**src/rtl/rr_priority_arbiter.sv**
```systemverilog
// rr_priority_arbiter
//   N-channel arbiter for one shared resource. A stored priority mask selects
//   which requests are preferred. After a completed grant the mask moves just
//   past the last winner (round-robin), or it stays all-ones (fixed priority,
//   index 0 highest). Grants are registered and one-hot, and each one is held
//   until the resource acknowledges it or the granted channel withdraws.
//
// Ports
//   clk          system clock, rising edge
//   rst          asynchronous active-low reset
//   en_i         arbitration enable; gates new grants only
//   req_i[N]     per-channel level requests
//   ack_i        completion strobe for the current grant
//   gnt_o[N]     one-hot registered grant
//   gnt_valid_o  high while a grant is active
//   gnt_idx_o    binary index of the granted channel (0 when idle)
//   mask_o[N]    current priority mask
//
// state | meaning
// IDLE  | no grant outstanding, waiting for en_i and a request
// GRANT | gnt_o held for one channel until ack_i or withdrawal
module rr_priority_arbiter #(
  parameter int N       = 4,
  parameter bit RR_MODE = 1'b1,
  parameter int IW      = $clog2(N)
) (
  input  logic          clk,
  input  logic          rst,
  input  logic          en_i,
  input  logic [N-1:0]  req_i,
  input  logic          ack_i,
  output logic [N-1:0]  gnt_o,
  output logic          gnt_valid_o,
  output logic [IW-1:0] gnt_idx_o,
  output logic [N-1:0]  mask_o
);

  typedef enum logic {IDLE, GRANT} state_t;

  state_t        state_q, state_d;
  logic [N-1:0]  mask_q, mask_d, mask_rr;
  logic [N-1:0]  req_x, masked, gnt_d;
  logic [IW-1:0] win_idx, idx_d;
  logic          win_any, valid_d, acked, gnt_req;

  assign acked   = (state_q == GRANT) && ack_i;
  assign gnt_req = |(req_i & gnt_o);

  // Mask after completing the current grant: only channels strictly above the
  // winner stay preferred; completing the top channel reopens every channel.
  always_comb begin
    mask_rr = '0;
    for (int i = 0; i < N; i++) begin
      mask_rr[i] = (i > int'(gnt_idx_o));
    end
    if (gnt_idx_o == IW'(N-1)) begin
      mask_rr = '1;
    end
  end

  // The winner is chosen with the post-ack mask, and the channel that just
  // completed is left out. A back-to-back grant therefore goes to the next
  // channel in the same cycle as the ack.
  always_comb begin
    mask_d = mask_q;
    if (acked && RR_MODE) begin
      mask_d = mask_rr;
    end
    req_x   = acked ? (req_i & ~gnt_o) : req_i;
    masked  = req_x & mask_d;
    win_any = |req_x;
    win_idx = '0;
    for (int i = N - 1; i >= 0; i--) begin
      if ((masked != '0) ? masked[i] : req_x[i]) begin
        win_idx = IW'(i);
      end
    end
  end

  always_comb begin
    state_d = state_q;
    gnt_d   = gnt_o;
    idx_d   = gnt_idx_o;
    valid_d = gnt_valid_o;
    case (state_q)
      IDLE: begin
        if (en_i && win_any) begin
          state_d = GRANT;
          gnt_d   = {{(N-1){1'b0}}, 1'b1} << win_idx;
          idx_d   = win_idx;
          valid_d = 1'b1;
        end
      end
      GRANT: begin
        if (ack_i) begin
          if (en_i && win_any) begin
            gnt_d   = {{(N-1){1'b0}}, 1'b1} << win_idx;
            idx_d   = win_idx;
          end else if (!(en_i && gnt_req)) begin
            // A sole requester that is still requesting keeps its grant.
            // Any other case falls through to here and releases the grant.
            state_d = IDLE;
            gnt_d   = '0;
            idx_d   = '0;
            valid_d = 1'b0;
          end
        end else if (!gnt_req) begin
          state_d = IDLE;
          gnt_d   = '0;
          idx_d   = '0;
          valid_d = 1'b0;
        end
      end
      default: begin
        state_d = IDLE;
        gnt_d   = '0;
        idx_d   = '0;
        valid_d = 1'b0;
      end
    endcase
  end

  always_ff @(posedge clk or negedge rst) begin
    if (!rst) begin
      state_q     <= IDLE;
      gnt_o       <= '0;
      gnt_idx_o   <= '0;
      gnt_valid_o <= 1'b0;
      mask_q      <= '1;
    end else begin
      state_q     <= state_d;
      gnt_o       <= gnt_d;
      gnt_idx_o   <= idx_d;
      gnt_valid_o <= valid_d;
      mask_q      <= mask_d;
    end
  end

  assign mask_o = mask_q;

endmodule

```
**config.mk**
```make
export PLATFORM = sky130hd
export DESIGN_NAME = rr_priority_arbiter
export DESIGN_NICKNAME = d
export VERILOG_FILES = /design/src/rtl/rr_priority_arbiter.sv
export SDC_FILE = /design/constraint.sdc
export NUM_CORES = 1
export LEC_CHECK = 0
export ABC_AREA = 1
export BUFFER_PORTS_ARGS = -buffer_cell sky130_fd_sc_hd__buf_2
export CAP_MARGIN = 20
export CORE_MARGIN = 4
export CORE_UTILIZATION = 51
export DETAILED_ROUTE_END_ITERATION = 16
export MAX_ROUTING_LAYER = met4
export PLACE_DENSITY = 0.76
export SETUP_SLACK_MARGIN = 0.5
export SLEW_MARGIN = 30
export SYNTH_ARGS = -nofsm -noshare
export SYNTH_HDL_FRONTEND = slang
export SYNTH_SLANG_ARGS = --single-unit
```
**constraint.sdc**
```tcl
create_clock -name clk -period 1.9 [get_ports clk]
set_input_delay 0.095 -clock clk [delete_from_list [all_inputs] [get_ports clk]]
set_output_delay 0.095 -clock clk [all_outputs]
set_load 0.02 [all_outputs]
```
After elaboration in Yosys (flattened, before gate mapping)
Index checks and enable logic that the tools add are counted.

cells by class
  equality and inequality tests = 6
  shift-type cells = 1
  bitwise logic cells = 5
  muxes and demuxes = 35
  $lt $le $gt $ge = 3
  reductions and logical operators = 8

operators with widths
  operator                                                       count
  two-way mux 4 bit                                              8
  two-way mux 2 bit                                              9
  two-way mux 1 bit                                              14
  bitwise AND 4 bit                                              3
  != test 3 bit (second input constant)                          3
  case mux 4 bit (2 select lines)                                1
  OR reduction 4 bit                                             2
  greater-than comparator 2 bit (first input constant)           2
  != test 4 bit (second input constant)                          1
  NOT 4 bit                                                      1
  case mux 1 bit (2 select lines)                                2
  case mux 2 bit (2 select lines)                                1
  AND reduction 4 bit                                            1
  nonzero test 4 bit                                             1
  left shift 1 x 2 -> 4 bit (first input constant)               1
  logical AND 1 bit                                              3
  AND reduction 3 bit                                            1
  == test 2 bit (second input constant)                          1
  greater-than comparator 1 x 2 -> 1 bit (first input constant)  1
  != test 2 bit (second input constant)                          1
  NOT 1 bit                                                      1

storage, ports and cells
  flip-flop bits (word level) = 12

Longest topological paths before layout
Gate-level depths: netlist (run 1).

  depth after elaboration = 14
  gate-level depth with buffers = 16
  depth with buffers taken out = 16

Worst setup path before layout (run 1)
OpenSTA, ideal clock, no wires.

  path kind = reg2reg
  start = reg gnt_idx_o[0]
  end = reg gnt_o[3]
  period minus slack after synthesis = 1.785 ns
  stages on the path, launching flop included = 16
  data required time = 1.784 ns
  slack = 0.115 ns
  library setup time = 0.116 ns
  data arrival time = 1.669 ns
  cells stage by stage = dfrtp_1 > inv_1 > ha_1 > inv_1 > nand3_1 > nand2_1 > nor2_2 > nor2_2 > nand2_2 > nor2_1 > nor2_2 > nand2_2 > nand2_2 > inv_1 > nand2_1 > nand2_1

on the way
  word-level cells in the longest chain between the ends = 14
  elaborated cells between the ends (all ways) = 21
  classes of those cells = 3 x order compare; 1 x eq/ne; 1 x shift; 14 x mux; 1 x bitwise; 1 x reduce/logical

RTL lines
  what                                                                  RTL line  text
  start, declared                                                       34        output logic [IW-1:0] gnt_idx_o,
  start signal, assigned                                                133       gnt_idx_o <= idx_d;
  greater-than comparator 1 x 2 -> 1 bit, or another cell as far along  54        mask_rr[i] = (i > int'(gnt_idx_o));
  two-way mux 4 bit *                                                   56        if (gnt_idx_o == IW'(N-1)) begin
  two-way mux 4 bit *                                                   66        if (acked && RR_MODE) begin
  bitwise AND 4 bit *                                                   70        masked = req_x & mask_d;
  nonzero test 4 bit                                                    74        if ((masked != '0) ? masked[i] : req_x[i]) begin
  two-way mux 1 bit                                                     74
  two-way mux 2 bit (3 in series)                                       74
  two-way mux 2 bit *                                                   74
  left shift 1 x 2 -> 4 bit *                                           89, 97
  two-way mux 4 bit                                                     96        if (en_i && win_any) begin
  two-way mux 4 bit                                                     95        if (ack_i) begin
  case mux 4 bit (2 select lines) *                                     85        case (state_q)
  end signal, assigned                                                  132       gnt_o <= gnt_d;
  end, declared                                                         32        output logic [N-1:0] gnt_o,

Mark *: on every way between the ends. The rest lies on a longest branch, timed or not. The select of a mux whose other input is x is not followed.
A chain may end at the register's enable or synchronous reset.

Worst setup path after layout (run 1)
  start = reg state_q
  end = reg gnt_o[1]

on the way
  word-level cells in the longest chain between the ends = 13
  elaborated cells between the ends (all ways) = 25
  classes of those cells = 3 x eq/ne; 1 x shift; 14 x mux; 2 x bitwise; 5 x reduce/logical

RTL lines
  what                                  RTL line  text
  start, declared                       40        state_t state_q, state_d;
  start signal, assigned                131       state_q <= state_d;
  logical AND 1 bit                     46        assign acked = (state_q == GRANT) && ack_i;
  two-way mux 4 bit (on tied branches)  69, 66
  bitwise AND 4 bit                     70
  nonzero test 4 bit                    74
  two-way mux 1 bit                     74
  two-way mux 2 bit (4 in series)       74
  left shift 1 x 2 -> 4 bit             89, 97
  two-way mux 4 bit                     96
  two-way mux 4 bit                     95
  case mux 4 bit (2 select lines)       85

Several ways; a longest one is shown, not always the timed one. The select of a mux whose other input is x is not followed.

==> run summary, run 1 <==
Top Metal Used - met4
max_slew headroom - 75.9%
critical-path cell list - buf_6, a21oi_2, nor2_1, nor2_2, nand2_4, nand2_2, nand2_2, nand2_2, buf_4, nand2_1, nand4_1, nand2_1
Final Max Tran Viols - 0
nets@finish - 155
metal1 wirelength - 916 µm
pwr dens - 1480 mW/mm²
Die Y - 47.6 µm
Synth area leader - dfrtp_1
Detailed Route Iter0 Violations - 16
die extent in x - 47.6 µm
WHS - 220 ps
Worst-path clk slew - 80 ps
CTS Buffer Depth - 2
ranking of synthesized cells by area - dfrtp_1 25%, nand2_1 14%, dfstp_2 13%, inv_1 8.5%, nand2_2 7.8%
first-pass GRT wire length - 3600 µm
FP Rows - 14
GRT Total Usage - 23.0%
Layout area overhead - 41.0%
Mapped Cells - 111
die area - 0.00227 mm²
Antenna Nets Post-Route - 0
Core Footprint - 0.00149 mm²
antenna violations before repair - 0
sequential-to-total area share from yosys stat - 38.2%
Mapped Area - 800 µm²
# clock sinks - 12
Yosys reg bits - 12
final setup vio count - 0
Max H-tree Level - 1
actual slew at the worst max-slew pin - 359 ps
Core Util, Final - 75.7%
CTS root buffer - clkbuf_4
placed wire-length estimate - 1420 µm
leakage - 0.589 nW
Fmax - 551 MHz
Filler Cell Count - 109
Port Buf Inserts - 18
CP Launch Type - register
Setup WS post-layout - 86.6 ps
Num CTS Buffers - 3
vias in the first global route - 857
Syn Area/Cell - 7.20 µm²
Initial Util - 53.7%
wire length on met3 - 118 µm
Power Internal - 0.000864 W
post-synthesis cell type count - 17
number of diodes - 0
Synth Warn # - 0
CP max stage cell - dfrtp_2
share of layout cells above drive strength 1 - 52.1%
RSZ-0062 raised after global routing - yes
met2 wire len - 1150 µm
max_cap viols - 0
Sw Share - 48.3%
Comb pwr share - 61.7%
Setup WS pre-CTS - -11.0 ps
Mapped Nets - 121
critical path class - reg -> reg
total negative setup slack - 0 ps
worst vdd ir - 0.933 mV
via count - 860
Worst Path Arrival - 1970 ps
critical path peak fanout - 5
largest net degree at the start of global routing - 13
crit end category - register
gpl congestion - 0.809
final wirelength - 2260 µm
Flop pwr share - 28.2%
final hold vios - 0
status - complete, no violations
largest stage delay on the critical path - 420 ps
post-synth top area share - 25.0%
Final Skew - 7.50 ps
DR DRC count - 0
CTS tree - built
1st-pass router iterations - 4
fin crit period - 1810 ps
data required time of the worst path - 2060 ps
clock latency on the worst-skew pair - 270 ps
DR WL/cell - 14.1 µm
Clk pwr share - 10.1%
Top Ports - 19
P_sw - 0.000808 W
post-placement cell area - 932 µm²
Finished Cell Area - 0.00113 mm²
worst min-delay path class - in -> async
Most Frequent Cell on Critical Path - nand2_2
Tcrit/Tclk final - 95.4%
global route overflow - 0
drt via density - 5.38
what timing repair did:
item                       4_1_cts  5_1_grt
resized for setup               11       11
hold buffers                     1        0
setup endpoints to repair        8        8
buffers inserted                 9        2
gates cloned                     0        0
pin swaps                       10        6
hold endpoints to repair        12        0
state kept, by name, summed over array words and instances, names as in the netlist:
name,flops
gnt_valid_o,1
gnt_idx_o,2
gnt_o,4
mask_o,4
state_q,1
cells in the mapped netlist, drive strengths merged:
library cell / number
ha: 2
o21ai: 6
buf: 2
dfrtp: 8
nand2: 39
dfstp: 4
nor3: 2
inv: 18
nand3b: 1
nand3: 11
nor2: 12
a21oi: 4
nand4: 2
cell type report:
class                   count  area, µm²  area share [%]
flip-flops and latches     12        309            27.4
well taps                  16       20.0            1.78
multi-input cells          79        507            45.0
repair buffers             31        198            17.5
clock buffers               4       26.3            2.33
inverters                  18       67.6            5.99
cells in the final DEF (no fill, tap or decap):
master	netlist	layout
dfrtp_2	0	3
nand3_4	0	1
inv_2	0	2
a21oi_1	4	3
nand3_2	2	3
nand2_1	29	23
clkbuf_4	0	3
inv_1	18	16
nand3_1	9	7
buf_4	0	10
nand3b_1	1	1
nand2_2	10	13
o21ai_2	0	1
dfrtp_1	8	5
buf_6	2	2
ha_4	0	1
nor2_4	0	5
o21ai_1	3	3
dfstp_2	4	4
nor3_1	2	1
nand4_1	2	2
clkbuf_1	0	1
nor2_2	7	4
nand2_4	0	3
a21oi_2	0	1
ha_1	2	1
dlygate4sd3_1	0	1
nor2_1	5	3
nor3_2	0	1
buf_2	0	18
o21ai_0	3	2
power groups by stage:
stage               Sequential [W]  Clock [W]  Combinational [W]
detailed placement        0.000503          0           0.000750
finish                    0.000471   0.000169            0.00103
global placement          0.000502          0           0.000736
CTS                       0.000467   0.000173           0.000940
floorplan                 0.000582          0           0.000479
global route              0.000488   0.000183            0.00112
metal layers:
layer / track usage [%] / up-vias
li1: - / 413
met1: 26.3 / 404
met4: 11.3 / 0
met3: 4.14 / 8
met5: - / -
met2: 38.5 / 35
worst paths after layout:
| check | slack, ps | endpoint | from | depth (start not counted) |
|---|---|---|---|---|
| worst max-delay path | 90 | gnt_o[1] | state_q | 12 |
| worst min-delay path | 220 | gnt_valid_o | rst | 2 |
| worst max register to register | 90 | gnt_o[1] | state_q | 12 |
| worst min register to register | 540 | gnt_o[0] | gnt_o[0] | 2 |
| max in group asynchronous | 1400 | mask_o[3] | rst | 2 |
| min in group clk | 230 | state_q | en_i | 4 |
per-stage QoR:
step           power [W]  instances
4_1_cts          0.00158        158
6_report         0.00167        160
5_1_grt          0.00180        160
3_5_place_dp     0.00125        144
2_1_floorplan    0.00106        111
3_3_place_gp     0.00124        144
cell families after synthesis:
kind of cell / Yosys count / share of synthesized area, %
adder cells (fa/ha/maj): 2 / 3.13
buffers and inverters: 20 / 11.3
flip-flops: 12 / 38.2
AO/OA/AOI/OAI: 10 / 6.26
AND/OR/NAND/NOR: 67 / 41.2
worst max-delay path, delay by kind of cell (launching register included):
kind / cells / cell delay (ps)
buf+inv: 2 / 250
simple gates: 9 / 810
compound gates: 1 / 210
flops: 1 / 420
Power figures use the tool's default switching activity.
==> run 2: changes to the inputs <==
--- a/config.mk
+++ b/config.mk
@@ -6,13 +6,15 @@
 export NUM_CORES = 1
 export LEC_CHECK = 0
 export ABC_AREA = 1
-export BUFFER_PORTS_ARGS = -buffer_cell sky130_fd_sc_hd__buf_2
+export BUFFER_PORTS_ARGS = -buffer_cell sky130_fd_sc_hd__buf_4
 export CAP_MARGIN = 20
+export CELL_PAD_IN_SITES_DETAIL_PLACEMENT = 0
+export CELL_PAD_IN_SITES_GLOBAL_PLACEMENT = 1
 export CORE_MARGIN = 4
-export CORE_UTILIZATION = 51
+export CORE_UTILIZATION = 36
 export DETAILED_ROUTE_END_ITERATION = 16
 export MAX_ROUTING_LAYER = met4
-export PLACE_DENSITY = 0.76
+export PLACE_DENSITY_LB_ADDON = 0.1
 export SETUP_SLACK_MARGIN = 0.5
 export SLEW_MARGIN = 30
 export SYNTH_ARGS = -nofsm -noshare
==> run summary, run 2 (synthesized netlist as in run 1, its figures left out) <==
critical path peak fanout - 4 (-1)
number of diodes - 0 (unchanged)
1st-pass router iterations - 4 (unchanged)
Comb pwr share - 60.7% (-1.0 points)
critical path class - reg -> reg
antenna violations before repair - 0 (unchanged)
reg2reg setup slack - 150 ps (+60 ps)
total placed cells including tap cells - 158 (+9.7%)
Tcrit/Tclk final - 92.0% (-3.4 points)
vias in the first global route - 777 (-9.3%)
drt via density - 4.69 (-13%)
most frequent cells in the layout - 31 x buf_4, 24 x nand2_1, 16 x inv_1, 13 x nand2_2, 7 x nand3_1
share of layout cells above drive strength 1 - 52.1% (about the same)
# clock sinks - 12 (unchanged)
Max H-tree Level - 1 (unchanged)
CTS tree - built
pwr dens - 1480 mW/mm² (-0.52%)
Port Buf Inserts - 18 (unchanged)
reg2reg path depth - 15 (+3)
CP Launch Type - register
max_slew headroom - 79.1% (+3.2 points)
max_cap viols - 0 (unchanged)
die extent in x - 55.1 µm (+16%)
CTS Buffer Depth - 2 (unchanged)
wire length on met3 - 88 µm (-25%)
final wirelength - 2210 µm (-2.5%)
Final Power - 0.00177 W (+5.8%)
RSZ-0062 raised after global routing - yes
DR DRC count - 0 (unchanged)
total negative setup slack - 0 ps (unchanged)
Worst Path Arrival - 1980 ps (about the same)
data required time of the worst path - 2130 ps (+70 ps)
CTS root buffer - clkbuf_4
Final Skew - 2.98 ps (-4.52 ps)
largest net degree at the start of global routing - 13 (unchanged)
worst min-delay path class - in -> async
worst vdd ir - 0.790 mV (-15%)
final hold vios - 0 (unchanged)
Flop pwr share - 27.3% (-0.9 points)
Sw Share - 45.5% (-2.8 points)
placed wire-length estimate - 1540 µm (+8.6%)
P_sw - 0.000805 W (-0.43%)
die area - 0.00304 mm² (+34%)
status - complete, no violations
Core Footprint - 0.00204 mm² (+37%)
leakage - 0.616 nW (+4.7%)
Layout area overhead - 49.9%
r2r endpoint - gnt_o[3]
via count - 811 (-5.7%)
Final Max Tran Viols - 0 (unchanged)
Filler Cell Count - 197 (+81%)
Detailed Route Iter0 Violations - 9 (-7)
Initial Util - 39.2% (-15 points)
actual slew at the worst max-slew pin - 311 ps (-47.6 ps)
Top Metal Used - met4
Num CTS Buffers - 3 (unchanged)
nets@finish - 157 (+1.3%)
WHS - 185 ps (-34.9 ps)
GRT Total Usage - 17.3% (-5.8 points)
met2 wire len - 1070 µm (-6.9%)
Die Y - 55.1 µm (+16%)
clock latency on the worst-skew pair - 290 ps (+20 ps)
Fmax - 572 MHz (+3.7%)
DR WL/cell - 12.8 µm (-9.8%)
Post-Layout Cell Count - 173 (+8.1%)
Worst-path clk slew - 80 ps (about the same)
Power Internal - 0.000964 W (+12%)
Top Ports - 19 (unchanged)
commonest non-fill, non-tap cell in the layout - buf_4
fin crit period - 1750 ps (-64.7 ps)
gpl congestion - 0.831 (+2.8%)
first-pass GRT wire length - 3500 µm (-2.9%)
R2R Path Start - gnt_idx_o[0]
global route overflow - 0 (unchanged)
Clk pwr share - 12.0% (+1.9 points)
final setup vio count - 0 (unchanged)
Antenna Nets Post-Route - 0 (unchanged)
FP Rows - 16 (+2)
crit end category - register
metal1 wirelength - 997 µm (+8.8%)
## run 2: cell count changes in the layout (fill, tap and decap cells not counted), sizes merged
cell	change
buf	+2
## run 2: critical path: stages (launching register included)
cell and delay (ps):
dfrtp_2 430, inv_2 70, ha_4 200, inv_2 40, nand3_2 50, nand2_2 90
nor2_4 50, nor2_4 140, nand2_4 80, nand2_2 70, nand2_2 60, nand2_2 100
nand3_4 100, nor2_4 100, nand2_1 50, nand2_1 60
## run 2: power by group through the flow
stage / Combinational (W) / Sequential, W / Clock (W)
6_report: 0.00107 / 0.000484 / 0.000212
3_5_place_dp: 0.000838 / 0.000511 / 0
5_1_grt: 0.00118 / 0.000497 / 0.000235
2_1_floorplan: 0.000479 / 0.000582 / 0
3_3_place_gp: 0.000841 / 0.000508 / 0
4_1_cts: 0.00102 / 0.000487 / 0.000217
## run 2: routing by layer
layer	global-route usage [%]	up-vias
li1	-	417
met1	21.6	374
met2	26.6	15
met3	3.22	5
met4	8.50	0
met5	-	-
## run 2: area by class of cell
class	count	area [µm²]	share of cell area, %
Timing Repair Buffer	33	254	21.2
Inverter	18	67.6	5.64
Clock buffer	4	36.3	3.03
Sequential cell	12	309	25.8
Multi-Input combinational cell	79	498	41.5
Tap cell	27	33.8	2.82
## run 2: repair_timing
| item | CTS | global route |
|---|---|---|
| gates resized for setup | 12 | 6 |
| endpoints found under the hold margin | 12 | 0 |
| hold buffers | 1 | 0 |
| pin swaps | 6 | 3 |
| buffers inserted | 9 | 1 |
| setup endpoints to repair | 8 | 8 |
## run 2: how the worst max path moves through the flow
stage / startpoint / end / slack [ps]
2_1_floorplan: gnt_idx_o[0] / gnt_o[3] / 200
3_3_place_gp: state_q / gnt_o[2] / -40
3_5_place_dp: state_q / gnt_o[3] / -20
4_1_cts: gnt_idx_o[0] / gnt_o[3] / 140
5_1_grt: gnt_idx_o[0] / gnt_o[3] / -5
6_report: gnt_idx_o[0] / gnt_o[3] / 150
## run 2: through the flow
step,cell area (µm²),utilization [%],setup slack [ps]
6_report,1200,58.7,151
4_1_cts,1170,57.1,142
5_1_grt,1200,58.7,-4.88
2_1_floorplan,837,-,196
3_5_place_dp,1010,49.6,-17.8
3_3_place_gp,1010,49.6,-41.2
